### src/rtl/conv_window_buffer.sv
// Line buffer turning a raster pixel stream into K x K convolution windows.
// Windows are registered one cycle after the newest pixel is accepted; edge windows are suppressed.
module conv_window_buffer #(
   parameter  int DATA_W = 16,
   parameter  int IMG_W  = 28,
   parameter  int IMG_H  = 28,
   parameter  int K      = 3,
   localparam int RW     = (IMG_H > 1) ? $clog2(IMG_H) : 1,
   localparam int CW     = (IMG_W > 1) ? $clog2(IMG_W) : 1
) (
   input  logic                    clk,
   input  logic                    reset,
   input  logic                    in_valid,
   input  logic                    in_sof,
   input  logic [DATA_W-1:0]       in_data,
   output logic                    win_valid,
   output logic [K*K*DATA_W-1:0]   win_data,
   output logic [RW-1:0]           win_row,
   output logic [CW-1:0]           win_col,
   output logic                    frame_done
);

   // The newest pixel is consumed straight from in_data, so only N-1 words are stored.
   localparam int CHAIN = (K > 1) ? (K - 1) * IMG_W + K - 1 : 1;

   if (K < 1 || K > IMG_W || K > IMG_H) begin : g_bad_k
      $error("conv_window_buffer: K must satisfy 1 <= K <= min(IMG_W, IMG_H)");
   end

   logic [DATA_W-1:0]     sr_q [CHAIN];
   logic [DATA_W-1:0]     tap  [CHAIN+1];
   logic [RW-1:0]         row_q, row_d, pos_row;
   logic [CW-1:0]         col_q, col_d, pos_col;
   logic                  win_ok, frame_end;
   logic [K*K*DATA_W-1:0] win_d;
   logic                  win_valid_q, frame_done_q;
   logic [K*K*DATA_W-1:0] win_data_q;
   logic [RW-1:0]         win_row_q;
   logic [CW-1:0]         win_col_q;

   always_comb begin
      tap[0] = in_data;
      for (int i = 0; i < CHAIN; i++) begin
         tap[i+1] = sr_q[i];
      end
   end

   always_comb begin
      pos_row   = in_sof ? '0 : row_q;
      pos_col   = in_sof ? '0 : col_q;
      row_d     = row_q;
      col_d     = col_q;
      win_ok    = 1'b0;
      frame_end = 1'b0;
      if (in_valid) begin
         if (pos_col == CW'(IMG_W - 1)) begin
            col_d = '0;
            row_d = (pos_row == RW'(IMG_H - 1)) ? '0 : pos_row + 1'b1;
         end else begin
            col_d = pos_col + 1'b1;
            row_d = pos_row;
         end
         win_ok    = (pos_row >= RW'(K - 1)) && (pos_col >= CW'(K - 1));
         // A resync on the last pixel still closes the frame that was in progress.
         frame_end = (row_q == RW'(IMG_H - 1)) && (col_q == CW'(IMG_W - 1));
      end
   end

   always_comb begin
      win_d = '0;
      for (int r = 0; r < K; r++) begin
         for (int c = 0; c < K; c++) begin
            win_d[(r*K+c)*DATA_W +: DATA_W] = tap[(K-1-r)*IMG_W + (K-1-c)];
         end
      end
   end

   always_ff @(posedge clk) begin
      if (reset) begin
         for (int i = 0; i < CHAIN; i++) begin
            sr_q[i] <= '0;
         end
         row_q        <= '0;
         col_q        <= '0;
         win_valid_q  <= 1'b0;
         frame_done_q <= 1'b0;
         win_data_q   <= '0;
         win_row_q    <= '0;
         win_col_q    <= '0;
      end else begin
         win_valid_q  <= win_ok;
         frame_done_q <= frame_end;
         if (in_valid) begin
            sr_q[0] <= in_data;
            for (int i = 1; i < CHAIN; i++) begin
               sr_q[i] <= sr_q[i-1];
            end
            row_q <= row_d;
            col_q <= col_d;
         end
         if (win_ok) begin
            win_data_q <= win_d;
            win_row_q  <= pos_row - RW'(K - 1);
            win_col_q  <= pos_col - CW'(K - 1);
         end
      end
   end

   assign win_valid  = win_valid_q;
   assign frame_done = frame_done_q;
   assign win_data   = win_data_q;
   assign win_row    = win_row_q;
   assign win_col    = win_col_q;

endmodule
### config.mk
export PLATFORM = sky130hd
export DESIGN_NAME = conv_window_buffer
export DESIGN_NICKNAME = d
export VERILOG_FILES = /design/src/rtl/conv_window_buffer.sv
export SDC_FILE = /design/constraint.sdc
export NUM_CORES = 1
export LEC_CHECK = 0
export CAP_MARGIN = 20
export CORE_MARGIN = 4
export CORE_UTILIZATION = 25
export CTS_CLUSTER_DIAMETER = 200
export DETAILED_ROUTE_END_ITERATION = 10
export PLACE_DENSITY = 0.46
export SLEW_MARGIN = 20
export SYNTH_ARGS = -nofsm -noshare
export SYNTH_HDL_FRONTEND = slang
export SYNTH_SLANG_ARGS = --single-unit
### constraint.sdc
create_clock -name clk -period 14.2 [get_ports clk]
set_input_delay 1.42 -clock clk [delete_from_list [all_inputs] [get_ports clk]]
set_output_delay 1.42 -clock clk [all_outputs]
set_load 0.05 [all_outputs]
==> results.sh <==
export IMPL_status="completed"
export IMPL_synth_ff_latch_count=1094
export IMPL_netlist_area_um2=40400
export IMPL_multi_input_area_um2=8190
export IMPL_period_needed_ns=4.39
export IMPL_cts_htree_levels=3
export IMPL_synthToLayoutAreaGrowth_pct=17.8
export IMPL_endpoint_kind="flop"
export IMPL_syn_avg_cell_area_um2=14.5
export IMPL_final_nets=2888
export IMPL_final_core_util_pct=29.6
export IMPL_rsz0062_at_grt="false"
export IMPL_final_period_utilization_pct=30.9
export IMPL_p_leak_nw=18.5
export IMPL_root_buffer="clkbuf_16"
export IMPL_num_fill_cells=16100
export IMPL_finalSetupViolCount=0
export IMPL_clk_pin_slew_worst_paths_ns=0.06
export IMPL_finalInstanceArea_um2=47600
export IMPL_post_cts_resized=0
export IMPL_critPathMaxFanout=111
export IMPL_synth_top_cell_by_area="edfxtp_1"
export IMPL_hold_path_class="flop to flop"
export IMPL_drv_slew=0
export IMPL_ir_drop_mv=0.0919
export IMPL_vias_per_cell=4.15
export IMPL_hold_viol=0
export IMPL_grt_pass1_wl_mm=123
export IMPL_seq_area_um2=31200
export IMPL_syn_inst=2777
export IMPL_drtIter0Drc=1626
export IMPL_grt_pass1_vias=20700
export IMPL_ys_async_sr_fraction_pct=0
export IMPL_clock_fmax_mhz=228
export IMPL_initial_core_util_pct=25.1
export IMPL_cts_sinks=1094
export IMPL_grt_use_total_pct=8.97
export IMPL_gp_congestion=0.680
export IMPL_required_ns=14.52
export IMPL_numCtsBuffers=110
export IMPL_power_mw=6.71
export IMPL_yosys_warnings=0
export IMPL_drive_gt1_share_pct=6.35
export IMPL_holdBufCountCts=0
export IMPL_die_width_um=410
export IMPL_pwr_density_cell_nw_per_um2=141
export IMPL_cts_path_max_buffers=3
export IMPL_synthesis_nets=2797
export IMPL_ios=176
export IMPL_rows=147
export IMPL_cts_tree="done"
export IMPL_synth_edf_count=928
export IMPL_grt_max_degree=202
export IMPL_start_kind="input pin"
export IMPL_ys_top_cells_by_area="edfxtp_1, and3_1, dfxtp_1, nor2b_1, nand2_1"
export IMPL_setup_tns_ns=0
export IMPL_hold_slack_ns=0.452
export IMPL_dr_pass1_iters=5
export IMPL_antenna_left=0
export IMPL_mostFrequentLayoutCells="edfxtp_1, and3_1, nor2b_1"
export IMPL_relSlewSlack_pct=30.6
export IMPL_synth_top_area_share_pct=69.0
export IMPL_antenna_found_initial=4
export IMPL_synth_top_flop_cell="edfxtp_1"
export IMPL_die_area_um2=168000
export IMPL_timing_setup_critical_path_class="input pin to flop"
export IMPL_grt_overflow=0
export IMPL_clock_latency_ns=0.70
export IMPL_final_common_cell="edfxtp_1"
export IMPL_tightest_slew_ns=1.04
export IMPL_hpwl_mm=39.0
export IMPL_die_y_um=410
export IMPL_drcViolationCount=0
export IMPL_drt_total_wl_mm=77.6
export IMPL_cts_setup_buffers=0
export IMPL_io_buffer_count=175
export IMPL_wl_per_cell_um=15.2
export IMPL_cp_data_arrival_time_ns=4.71
export IMPL_route_vias_total=21200
export IMPL_ys_types=42
export IMPL_place_area_um2=44100
export IMPL_maxCapViolCount=0
export IMPL_ys_seq_area_share_pct=77.3
export IMPL_core_area_um2=161000
export IMPL_clock_skew_ns=0.0203
[state kept, by name (all words and copies together) (netlist names)]
| signal | count |
|---|---|
| col_q | 5 |
| sr_q | 928 |
| win_col | 5 |
| win_data | 144 |
| win_row | 5 |
| win_valid | 1 |
| frame_done | 1 |
| row_q | 5 |
[area by class of cell]
cell class	instances	share of cell area [%]
diodes	1	0.00526
well taps	2160	5.68
clock buffers	157	6.54
inverters	4	0.0473
flip-flops and latches	1094	65.6
multi-input cells	1456	17.2
repair buffers	202	4.31
clock inverters	47	0.626
[kinds of logic after synthesis]
group / Yosys count / share of synthesized area (%)
buf+inv: 227 / 2.49
flops: 1094 / 77.3
simple gates: 1276 / 17.8
compound gates: 177 / 2.34
xor+xnor: 3 / 0.0651
[report_power, final]
| part | switching (mW) | total (mW) | internal [mW] |
|---|---|---|---|
| Combinational | 0.144 | 0.212 | 0.0684 |
| Clock | 1.21 | 2.77 | 1.56 |
| Sequential | 0.0499 | 3.73 | 3.68 |
[layer usage]
layer	routed length, µm	up-vias	global-route usage [%]
met3	4000	123	2.74
met1	37900	10700	12.6
met4	1680	0	2.53
li1	-	10200	-
met5	0	-	0
met2	34000	292	13.3
[critical path, stage by stage]
cell	delay, ns
buf_8	0.39
or2_4	0.80
buf_4	0.89
buf_12	0.50
buf_16	0.43
[worst paths after layout]
kind,start,end,slack [ns],depth (start not counted)
worst max-delay path,reset,sr_q[36][7],9.81,5
worst min-delay path,win_data[39],win_data[39],0.45,2
worst max register to register,col_q[2],win_data[60],11.44,5
worst min register to register,win_data[39],win_data[39],0.45,2
[per-stage QoR]
stage / setup slack [ns] / instances
6_report: 9.81 / 5121
5_1_grt: 9.59 / 5120
4_1_cts: 9.92 / 5119
3_5_place_dp: 9.13 / 4915
3_3_place_gp: 9.19 / 4914
2_1_floorplan: 0.387 / 2777
[synthesized netlist by cell type (5+ instances only)]
master	instances
dfxtp_1	166
o21ai_0	6
nand2_1	298
nor2_1	17
nor2b_1	386
edfxtp_1	928
buf_2	16
buf_6	17
nand3_1	5
a311oi_1	6
clkbuf_1	189
and3_1	546
a21oi_1	152
Note: power is estimated with default switching activity, not from simulation.
==> edit (same flow settings) <==
Set the parameter `IMG_W` to 32 (it was 28).
--- a/src/rtl/conv_window_buffer.sv
+++ b/src/rtl/conv_window_buffer.sv
@@ -4,3 +4,3 @@
    parameter  int DATA_W = 16,
-   parameter  int IMG_W  = 28,
+   parameter  int IMG_W  = 32,
    parameter  int IMG_H  = 28,
Function: not settled (the Yosys comparison gave no result); the edit may change what the design does.
==> edit against the original RTL <==
Via count increased by 11%. Worst hold slack improved by 16 ps. Power increased by 11%. Sequential cell count increased by 128. Area after synthesis increased by 14%. Clock power increased by 12%. Critical path depth increased by 1. Die area increased by 14%. Worst setup slack got worse by 230 ps. Sequential share of layout area decreased by 0.69 points. Routed wire length increased by 15%. Maximum frequency decreased by 5.0%. Final area increased by 14%. Critical endpoint is now sr_q[17][7]. Largest power group unchanged.
==> edit: results (changes against the original RTL) <==
| Metric | Value |
|---|---|
| Tightest Pin Transition | 1170 ps (+131 ps) |
| TritonCTS buffer count | 117 (+6.4%) |
| Leakage power | 19.2 nW (+3.9%) |
| Worst setup timing slack at the placement stage | 8580 ps (-548 ps) |
| Number of flip-flops under the largest register name | 1056 (+14%) |
| Top post-synthesis cells by area | sky130_fd_sc_hd__edfxtp_1 69%, sky130_fd_sc_hd__and2_1 14%, sky130_fd_sc_hd__dfxtp_1 7.2%, sky130_fd_sc_hd__o31ai_1 2.4%, sky130_fd_sc_hd__nand4_1 2.0% |
| CP peak stage delay | 900 ps |
| Count of flip-flops with a built-in enable after synthesis | 1056 (+14%) |
| Routability cong. | 0.722 (+6.2%) |
| Cell area after placement | 50200 sq um (+14%) |
| Detail-routed net length per standard cell | 15.7 um (+3.5%) |
| Global-route usage over all layers | 9.02% (+0.051 points) |
| Worst path slowest cell | sky130_fd_sc_hd__clkdlybuf4s50_1 |
| WP data arrival | 5180 ps (+470 ps) |
| Number of antenna violations at the first check in global routing | 0 (-4) |
| Via count | 23557 (+11%) |
| Buffers added on ports | 175 (unchanged) |
| Post-Route Skew | 49.6 ps (+29.3 ps) |
| Sequential element share of the synthesized area | 76.0% (-1.2 points) |
| Total nets after synthesis | 3071 (+9.8%) |
| First-pass detailed-route iteration total | 5 (unchanged) |
| DRT iter0 DRCs | 1933 (+19%) |
| Outcome | finished clean |
| Worst IR drop on VDD | 0.000122 V (+33%) |
| Count of unique library cells instantiated by Yosys | 45 (+7.1%) |
| Half-perimeter wire length after detailed placement | 46200 um (+18%) |
| Worst-path fanout max | 125 (+13%) |
| Final Net Count | 3152 (+9.1%) |
| Latest clock arrival within the worst-skew pair | 710 ps |
| Fill cells | 18451 (+14%) |
| Global-route wire length before repair | 139000 um (+14%) |
| Top register by number of flip-flops | sr_q |
| Most numerous cell types in the synthesized netlist | 1056 x sky130_fd_sc_hd__and2_1, 1056 x sky130_fd_sc_hd__edfxtp_1, 166 x sky130_fd_sc_hd__dfxtp_1 |
| Fraction of final layout cells sized beyond drive strength 1 | 6.65% (+0.30 points) |
| Maximum number of pins on one net before global-route repair | 286 (+42%) |
| Vias in the first global route | 23229 (+12%) |
==> edit: report_power, final <==
group	switching (mW)	internal (mW)	total (mW)	leakage, nW
Sequential	0.0521	4.10	4.15	13.0
Clock	1.35	1.75	3.10	1.87
Combinational	0.153	0.0548	0.208	4.31
==> edit: metrics by stage <==
step                      power [mW]  hold WS (ps)  TNS (ps)  instances
after floorplan                 4.44           476  -3836420       3050
after global placement          4.44           456         0       5475
after detailed placement        4.44           461         0       5475
after CTS                       7.59           470         0       5694
after global routing            7.77           481         0       5695
final                           7.46           468         0       5696
==> edit: cell type report <==
cell class                 count  area [sq um]  share of cell area, %
sequential                  1222         35000                   64.9
inverter                       5          22.5                 0.0417
clock inverter                65           604                   1.12
clock buffer                 154          3200                   5.92
multi-input combinational   1579          9980                   18.5
timing repair buffer         206          2080                   3.84
antenna                        1          2.50                0.00463
tap                         2464          3080                   5.71
==> edit: kinds of logic after synthesis <==
family                     Yosys count  synth area share [%]
AOI/OAI and AO/OA                  330                  4.57
xor gates and xnor gates             4                0.0761
adders and majority gates            1                0.0272
buffers and inverters              249                  2.39
DFF                               1222                  76.0
muxes                                2                0.0435
and+or+nand+nor                   1242                  16.9
==> edit: critical path, delay by kind of cell <==
family | cells | cell delay [ps]
buffers and inverters | 4 | 3050
and+or+nand+nor | 2 | 530
==> edit: per-layer routing <==
layer,share of wire [%],GRT usage [%],wire length (um),up-vias
li1,-,-,-,11161
met1,45,12.0,40600,11947
met2,48,14.7,43100,287
met3,3.2,1.75,2880,162
met4,3.2,2.98,2820,0
met5,0,0,0,-
==> edit: path summary, 6_finish.rpt <==
path	start	end	slack, ps	depth (start not counted)
min	win_data[48]	win_data[48]	470	2
max	in_valid	sr_q[17][7]	9580	6
max reg2reg	row_q[1]	win_col[2]	10960	5
min reg2reg	win_data[48]	win_data[48]	470	2
